## src/rtl/cpc_mem_mapper.sv

```systemverilog
// CPC memory/ROM mapper: RAM configuration and upper-ROM select registers,
// the 16K page map for RAM_BANKS 64K expansion blocks, and the ROM read enables.
module cpc_mem_mapper #(
    parameter int unsigned RAM_BANKS   = 1,
    parameter logic [15:0] ROM_PRESENT = 16'h00C1,
    localparam int unsigned PA_W       = 16 + $clog2(RAM_BANKS + 1)
) (
    input  logic            clk_i,
    input  logic            nreset_i,
    input  logic [15:0]     a_i,
    input  logic [7:0]      d_i,
    input  logic            nIORQ_i,
    input  logic            nMREQ_i,
    input  logic            nRD_i,
    input  logic            nWR_i,
    input  logic            lrom_en_i,
    input  logic            urom_en_i,
    output logic [PA_W-1:0] ram_addr_o,
    output logic            ram_we_o,
    output logic            lrom_e_o,
    output logic            urom_e_o,
    output logic            urom_absent_o,
    output logic [3:0]      romsel_o,
    output logic [2:0]      cfg_o,
    output logic [2:0]      bank_o
);

    // Width of the 64K-block part of the physical address.
    localparam int unsigned HI_W = PA_W - 16;
    localparam logic [2:0] BANK_MASK = 3'(RAM_BANKS - 1);

    logic [1:0] wr_hist_q, wr_hist_d;
    logic [2:0] cfg_q, cfg_d;
    logic [2:0] bank_q, bank_d;
    logic [3:0] romsel_q, romsel_d;

    logic       iowr_act;
    logic       wr_pulse;
    logic       cfg_hit;
    logic       rom_hit;
    logic [1:0] page;
    logic [2:0] blk;
    logic       mrd;
    logic       upper_rd;

    assign iowr_act = !nIORQ_i && !nWR_i;
    // One pulse at the first sampled-active cycle after an inactive one.
    assign wr_pulse = (wr_hist_q == 2'b01);
    assign cfg_hit  = !a_i[15] && (d_i[7:6] == 2'b11);
    assign rom_hit  = !a_i[13];

    // Next-state for the write-edge history and the two mapper registers.
    always_comb begin
        wr_hist_d = {wr_hist_q[0], iowr_act};
        cfg_d     = cfg_q;
        bank_d    = bank_q;
        romsel_d  = romsel_q;
        if (wr_pulse) begin
            if (cfg_hit) begin
                cfg_d  = d_i[2:0];
                bank_d = d_i[5:3] & BANK_MASK;
            end
            if (rom_hit) begin
                romsel_d = d_i[3:0];
            end
        end
    end

    // State registers; history resets to 11 so a write in flight at release is ignored.
    always_ff @(posedge clk_i or negedge nreset_i) begin
        if (!nreset_i) begin
            wr_hist_q <= 2'b11;
            cfg_q     <= 3'd0;
            bank_q    <= 3'd0;
            romsel_q  <= 4'd0;
        end else begin
            wr_hist_q <= wr_hist_d;
            cfg_q     <= cfg_d;
            bank_q    <= bank_d;
            romsel_q  <= romsel_d;
        end
    end

    assign page = a_i[15:14];

    // 16K block index for the current page under the current RAM configuration.
    always_comb begin
        blk = {1'b0, page};
        unique case (cfg_q)
            3'd0: blk = {1'b0, page};
            3'd1: blk = (page == 2'd3) ? 3'd7 : {1'b0, page};
            3'd2: blk = {1'b1, page};
            3'd3: begin
                unique case (page)
                    2'd0: blk = 3'd0;
                    2'd1: blk = 3'd3;
                    2'd2: blk = 3'd2;
                    2'd3: blk = 3'd7;
                    default: blk = 3'd0;
                endcase
            end
            // c4..c7 swap page 1 for block 4..7, which equals the cfg value.
            default: blk = (page == 2'd1) ? cfg_q : {1'b0, page};
        endcase
    end

    // Blocks 4..7 live in expansion 64K block (1 + bank); blocks 0..3 in the base 64K.
    always_comb begin
        if (blk[2]) begin
            ram_addr_o = {HI_W'(bank_q) + HI_W'(1), blk[1:0], a_i[13:0]};
        end else begin
            ram_addr_o = {HI_W'(0), blk[1:0], a_i[13:0]};
        end
    end

    assign mrd      = !nMREQ_i && !nRD_i;
    assign upper_rd = mrd && (page == 2'd3) && urom_en_i;

    // Read enables toward the data-bus arbiter; page 0 and page 3 are exclusive.
    always_comb begin
        ram_we_o      = !nMREQ_i && !nWR_i;
        lrom_e_o      = mrd && (page == 2'd0) && lrom_en_i;
        urom_e_o      = upper_rd && ROM_PRESENT[romsel_q];
        urom_absent_o = upper_rd && !ROM_PRESENT[romsel_q];
    end

    assign cfg_o    = cfg_q;
    assign bank_o   = bank_q;
    assign romsel_o = romsel_q;

endmodule

```

## config.mk

```make
export PLATFORM = sky130hd
export DESIGN_NAME = cpc_mem_mapper
export DESIGN_NICKNAME = d
export VERILOG_FILES = /design/src/rtl/cpc_mem_mapper.sv
export SDC_FILE = /design/constraint.sdc
export NUM_CORES = 1
export LEC_CHECK = 0
export ABC_AREA = 1
export CORE_AREA = 3 3 50 52
export CTS_CLUSTER_DIAMETER = 50
export DETAILED_ROUTE_END_ITERATION = 6
export DIE_AREA = 0 0 53 55
export PLACE_DENSITY = 0.83
export SYNTH_ARGS = -nofsm -noshare
export SYNTH_HDL_FRONTEND = slang
export SYNTH_SLANG_ARGS = --single-unit
```

## constraint.sdc

```tcl
create_clock -name clk_i -period 2.57 [get_ports clk_i]
set_input_delay 0.257 -clock clk_i [delete_from_list [all_inputs] [get_ports clk_i]]
set_output_delay 0.257 -clock clk_i [all_outputs]
set_load 0.01 [all_outputs]
```

# --- Word level (Yosys, flattened, before mapping) ---
# Memories as Yosys holds them, arrays and structs flattened.
# Index checks and enable logic that the tools add are counted.
classes:
  n_addsub: 0
  n_div: 0
  n_mux: 6
  multipliers: 0
  bitwise_logic: 1
  shifts: 0
  n_lt_le_gt_ge: 1
  n_reduce_logical: 20
  eq_ne: 8
op_table:
  columns: ["operator", "count"]
  rows:
  - ["3-bit one-hot mux with 4 select lines", 2]
  - ["17-bit 2-to-1 mux", 1]
  - ["1-bit logical AND", 10]
  - ["2-bit equality test (second input constant)", 3]
  - ["3-bit by 2-bit equality test with 1-bit output (second input constant)", 2]
  - ["1-bit logical NOT", 6]
  - ["3-bit 2-to-1 mux", 2]
  - ["4-bit by 5-bit less-than comparator with 1-bit output (second input constant)", 1]
  - ["2-bit by 1-bit equality test with 1-bit output (second input constant)", 2]
  - ["2-bit AND reduction", 2]
  - ["3-bit by 1-bit equality test with 1-bit output (second input constant)", 1]
  - ["3-bit logical NOT", 1]
  - ["2-bit logical NOT", 1]
  - ["1-bit 2-to-1 mux", 1]
  - ["1-bit NOT", 1]
totals:
  latch_bits: 0
  elab_cells: 40
  input_bits: 32
  regBits: 9
  rom_bits: 16
  output_inout_bits: 31
  ramBits: 0
  mem_count: 1
memory_table:
  columns: ["name", "words", "word_bits", "read_ports", "rd_clocked_by_memory_dff", "wr", "line_no", "source"]
  rows:
  - ["(name not given)", 16, 1, 1, 0, 0, "124", "urom_absent_o = upper_rd && !ROM_PRESENT[romsel_q];"]

# --- Depth between registers and ports, before layout ---
depth:
  word_depth: 5
  ltp_mapped: 7
  depth_no_buf: 7

# --- Worst setup path before layout ---
# OpenSTA, ideal clock, no wires.
synth_path:
  path_type: "reg-to-output"
  startpoint: "register romsel_q[0] (netlist: romsel_o[0])"
  endpoint: "output urom_e_o"
  arrival_ns: 0.876
  path_buffers: 0
  t_required_ns: 2.313
  setup_slack_ns: 1.437
  path_stages_with_launch: 4
  cell_sequence: "dfrtp_1 > nor2_1 > nor2_1 > nor3_1"
synth_between:
  elab_chain_cells: 3
synth_lines:
  columns: ["element", "line_no", "source"]
  rows:
  - ["start, declared", "35", "logic [3:0] romsel_q, romsel_d;"]
  - ["start signal, assigned", "80", "romsel_q <= romsel_d;"]
  - ["memory read 16 x 1 bit", null, null]
  - ["1-bit 2-to-1 mux", null, null]
  - ["1-bit logical AND", "123", "urom_e_o = upper_rd && ROM_PRESENT[romsel_q];"]
  - ["end, declared", "21", "output logic urom_e_o,"]
# Every way passes these cells. The select of a mux whose other input is x is not followed.

# --- Final worst setup path ---
layout_path:
  startpoint: "input nMREQ_i"
  endpoint: "output urom_e_o"
layout_between:
  elab_chain_cells: 5
layout_lines:
  columns: ["element", "line_no", "source"]
  rows:
  - ["start, declared", "13", "input logic nMREQ_i,"]
  - ["1-bit logical NOT", "116", "assign mrd = !nMREQ_i && !nRD_i;"]
  - ["1-bit logical AND", "116", null]
  - ["1-bit logical AND (2 in series)", "117", "assign upper_rd = mrd && (page == 2'd3) && urom_en_i;"]
  - ["1-bit logical AND", "123", null]
# Every way passes these cells.

==> summary.txt <==
Floorplan
  • Die H: 55 um
  • Die area: 2920 um^2
  • Starting Density: 28.5%
  • Std-Cell Rows: 17
  • Die width: 53 um
  • Num ports: 63
  • Total core area: roughly 2100 um^2

Drt
  • Via count: 575
  • Pre-antenna DRT Iters: 5
  • DR iter-0 viols: 3
  • Via/cell ratio: 4.26
  • Post-route DRC: 0
  • Max Used Layer: met4
  • DRT Wirelength: 1500 um
  • Met2 routed WL: 693 um
  • WL met3: roughly 190 um
  • Wire length per cell: about 11 um
  • DRT antenna net count: 0
  • Metal-1 WL: 609 um

Power
  • Pint: 328 uW
  • Combinational power share: 38.3%
  • Net Sw Frac: 32.6%
  • Clk pwr share: 22.5%
  • P_sw: 159 uW
  • Max VDD drop: about 260 uV
  • PD cells: 562 nW/um^2
  • Leakage: 0.408 nW
  • Seq pwr share: between 30 and 40%

Yosys
  • Gate Count Post-Synth: slightly below 90
  • Seq/Total Area, Yosys: 37.1%
  • Yosys warnings: 0
  • #FFs+latches synth: 9
  • Avg Inst Size Synth: 7.05 um^2
  • Count of cell types in the netlist: 17
  • Mapped cell area: 613 um^2

Setup path
  • CP Class: in2out
  • Critical path required time: 2310 ps
  • Crit. End Element: output port
  • Worst Path Arrival: 1720 ps
  • Maximum fanout along the worst path: 2
  • CP max-delay cell: clkdlybuf4s50_1
  • Worst setup SP type: input port
  • WP buf/inv: 2
  • Worst path cell trace: clkdlybuf4s50_1, nor2_1, nand4_1, nor3_1, clkdlybuf4s50_1
  • CP delay by family, top: buffers and inverters
  • Worst stage delay on the critical path: around 570 ps
  • Most used cell, CP: clkdlybuf4s50_1

Placed design
  • GP Congestion: 0.824
  • PortBufs: 31
  • Post-DP HPWL: 1290 um
  • Pre-CTS setup slack: 553 ps

Global route
  • Largest net degree at the start of global routing: 10
  • Vias in the first global route: 548
  • First-pass GRT wire length: 2280 um
  • Antenna violations before repair: 0
  • Overflow after GRT: 0
  • Total GRT Usage: 11.0%

Clock tree
  • CTS sink cnt: 9
  • Setup Buffers After CTS: 0
  • Hold Buf Count CTS: 0
  • CTS clk-pin slew, worst paths: 70 ps
  • Root buffer cell: clkbuf_4
  • CTS resizes: 0
  • CTS tree: done
  • Clock latency on the worst-skew pair: 270 ps
  • CTS Buf Count: 3
  • H-tree Lvls: 1
  • CTS Buffer Depth: 2

STA
  • Setup TNS: 0 ps
  • Final Cycle Share: 77.1%
  • Maximum clock rate: approximately 0.5 GHz
  • Min Tclk post-route: 1980 ps
  • Setup violators final: 0
  • Layout Skew: 9.04 ps
  • Setup ws final: 588 ps
  • Slew Limit Fails: 0
  • Unrepaired setup endpoints after global routing: no
  • Final Hold Viols: 0

Hold path
  • HP Class: in2async

Finish
  • # nets final: 140
  • ANT cells: 0
  • Area growth, synth to finish: 41.2%
  • Fraction of layout instances using a drive strength above 1: under 10%

Run
  • Max cap viols: 0

Status
  • Status: completed
-- routing by layer --
layer	global-route usage, %	vias up
met2	18.8	37
li1	-	291
met3	3.75	2
met5	0	-
met4	7.23	0
met1	11.5	245
-- sequential cells by signal, indices dropped and copies added, names as in the netlist --
name	count
romsel_o	4
wr_hist_q	2
cfg_o	3
-- final cells by class --
| class | count | area [um^2] |
|---|---|---|
| well taps | 28 | 35.0 |
| fillers | 224 | 1280 |
| flip-flops and latches | 9 | 228 |
| inverters | 9 | 33.8 |
| clock inverters | 1 | 5.00 |
| multi-input cells | 54 | 231 |
| repair buffers | 31 | 310 |
| clock buffers | 3 | 22.5 |
-- worst paths after layout --
check,slack (ps),depth (start not counted),end,startpoint
min in group clk_i,370,0,wr_hist_q[1]$_DFF_PN1_,wr_hist_q[0]$_DFF_PN1_
max in group asynchronous,1980,1,wr_hist_q[1]$_DFF_PN1_,nreset_i
setup / recovery,590,5,urom_e_o,nMREQ_i
hold / removal,280,1,romsel_o[2]$_DFFE_PN0P_,nreset_i
setup reg to reg,1470,5,romsel_o[3]$_DFFE_PN0P_,wr_hist_q[0]$_DFF_PN1_
hold reg to reg,370,0,wr_hist_q[1]$_DFF_PN1_,wr_hist_q[0]$_DFF_PN1_
-- metrics by stage --
| stage | utilization [%] | power, mW | instances | cell area, um^2 | hold slack (ps) |
|---|---|---|---|---|---|
| 2_1_floorplan | - | 0.292 | 89 | 621 | -38.6 |
| 3_5_place_dp | 39.0 | 0.381 | 131 | 838 | 359 |
| 5_1_grt | 40.3 | 0.529 | 135 | 866 | 288 |
| 4_1_cts | 40.3 | 0.495 | 135 | 866 | 286 |
| 6_report | 40.3 | 0.487 | 135 | 866 | 278 |
| 3_3_place_gp | 39.0 | 0.375 | 131 | 838 | 356 |
-- cells in the mapped netlist --
cell type / instances / area, um^2
nand3_1: 5 / 25.0
dfrtp_1: 7 / 175
nand2_2: 1 / 6.26
nand4_1: 1 / 6.26
nor2_1: 11 / 41.3
nor2_4: 1 / 11.3
a31oi_1: 1 / 6.26
buf_4: 17 / 128
nor3_1: 1 / 5.00
inv_2: 1 / 3.75
conb_1: 1 / 3.75
nand2_1: 25 / 93.8
dfstp_2: 2 / 52.6
a21oi_1: 2 / 10.0
o21ai_0: 1 / 5.00
inv_1: 8 / 30.0
o21ai_1: 2 / 10.0
-- power by group through the flow --
stage | Clock (mW) | Sequential [mW] | Combinational [mW]
3_5_place_dp | 0 | 0.193 | 0.188
3_3_place_gp | 0 | 0.191 | 0.184
5_1_grt | 0.127 | 0.194 | 0.208
6_report | 0.110 | 0.191 | 0.186
2_1_floorplan | 0 | 0.199 | 0.0929
4_1_cts | 0.115 | 0.191 | 0.188
-- cell families (layout without fill, tap and decap cells) --
group	after synthesis	in the layout	share of synthesized area (%)
buffers and inverters	26	44	26.3
other	1	3	0.612
AND/OR/NAND/NOR	45	45	30.8
flip-flops	9	9	37.1
AO/OA/AOI/OAI	6	6	5.10
-- cell usage in the layout (no fill, tap or decap) --
cell type	instances
a21oi_1	2
a31oi_1	1
clkbuf_4	3
clkdlybuf4s50_1	31
clkinv_2	1
conb_1	3
dfrtp_1	7
dfstp_2	2
inv_1	8
inv_2	1
nand2_1	25
nand2_2	1
nand3_1	5
nand4_1	1
nor2_1	11
nor2_4	1
nor3_1	1
o21ai_0	1
o21ai_1	2
No activity file was read; power rests on OpenSTA's default activity.
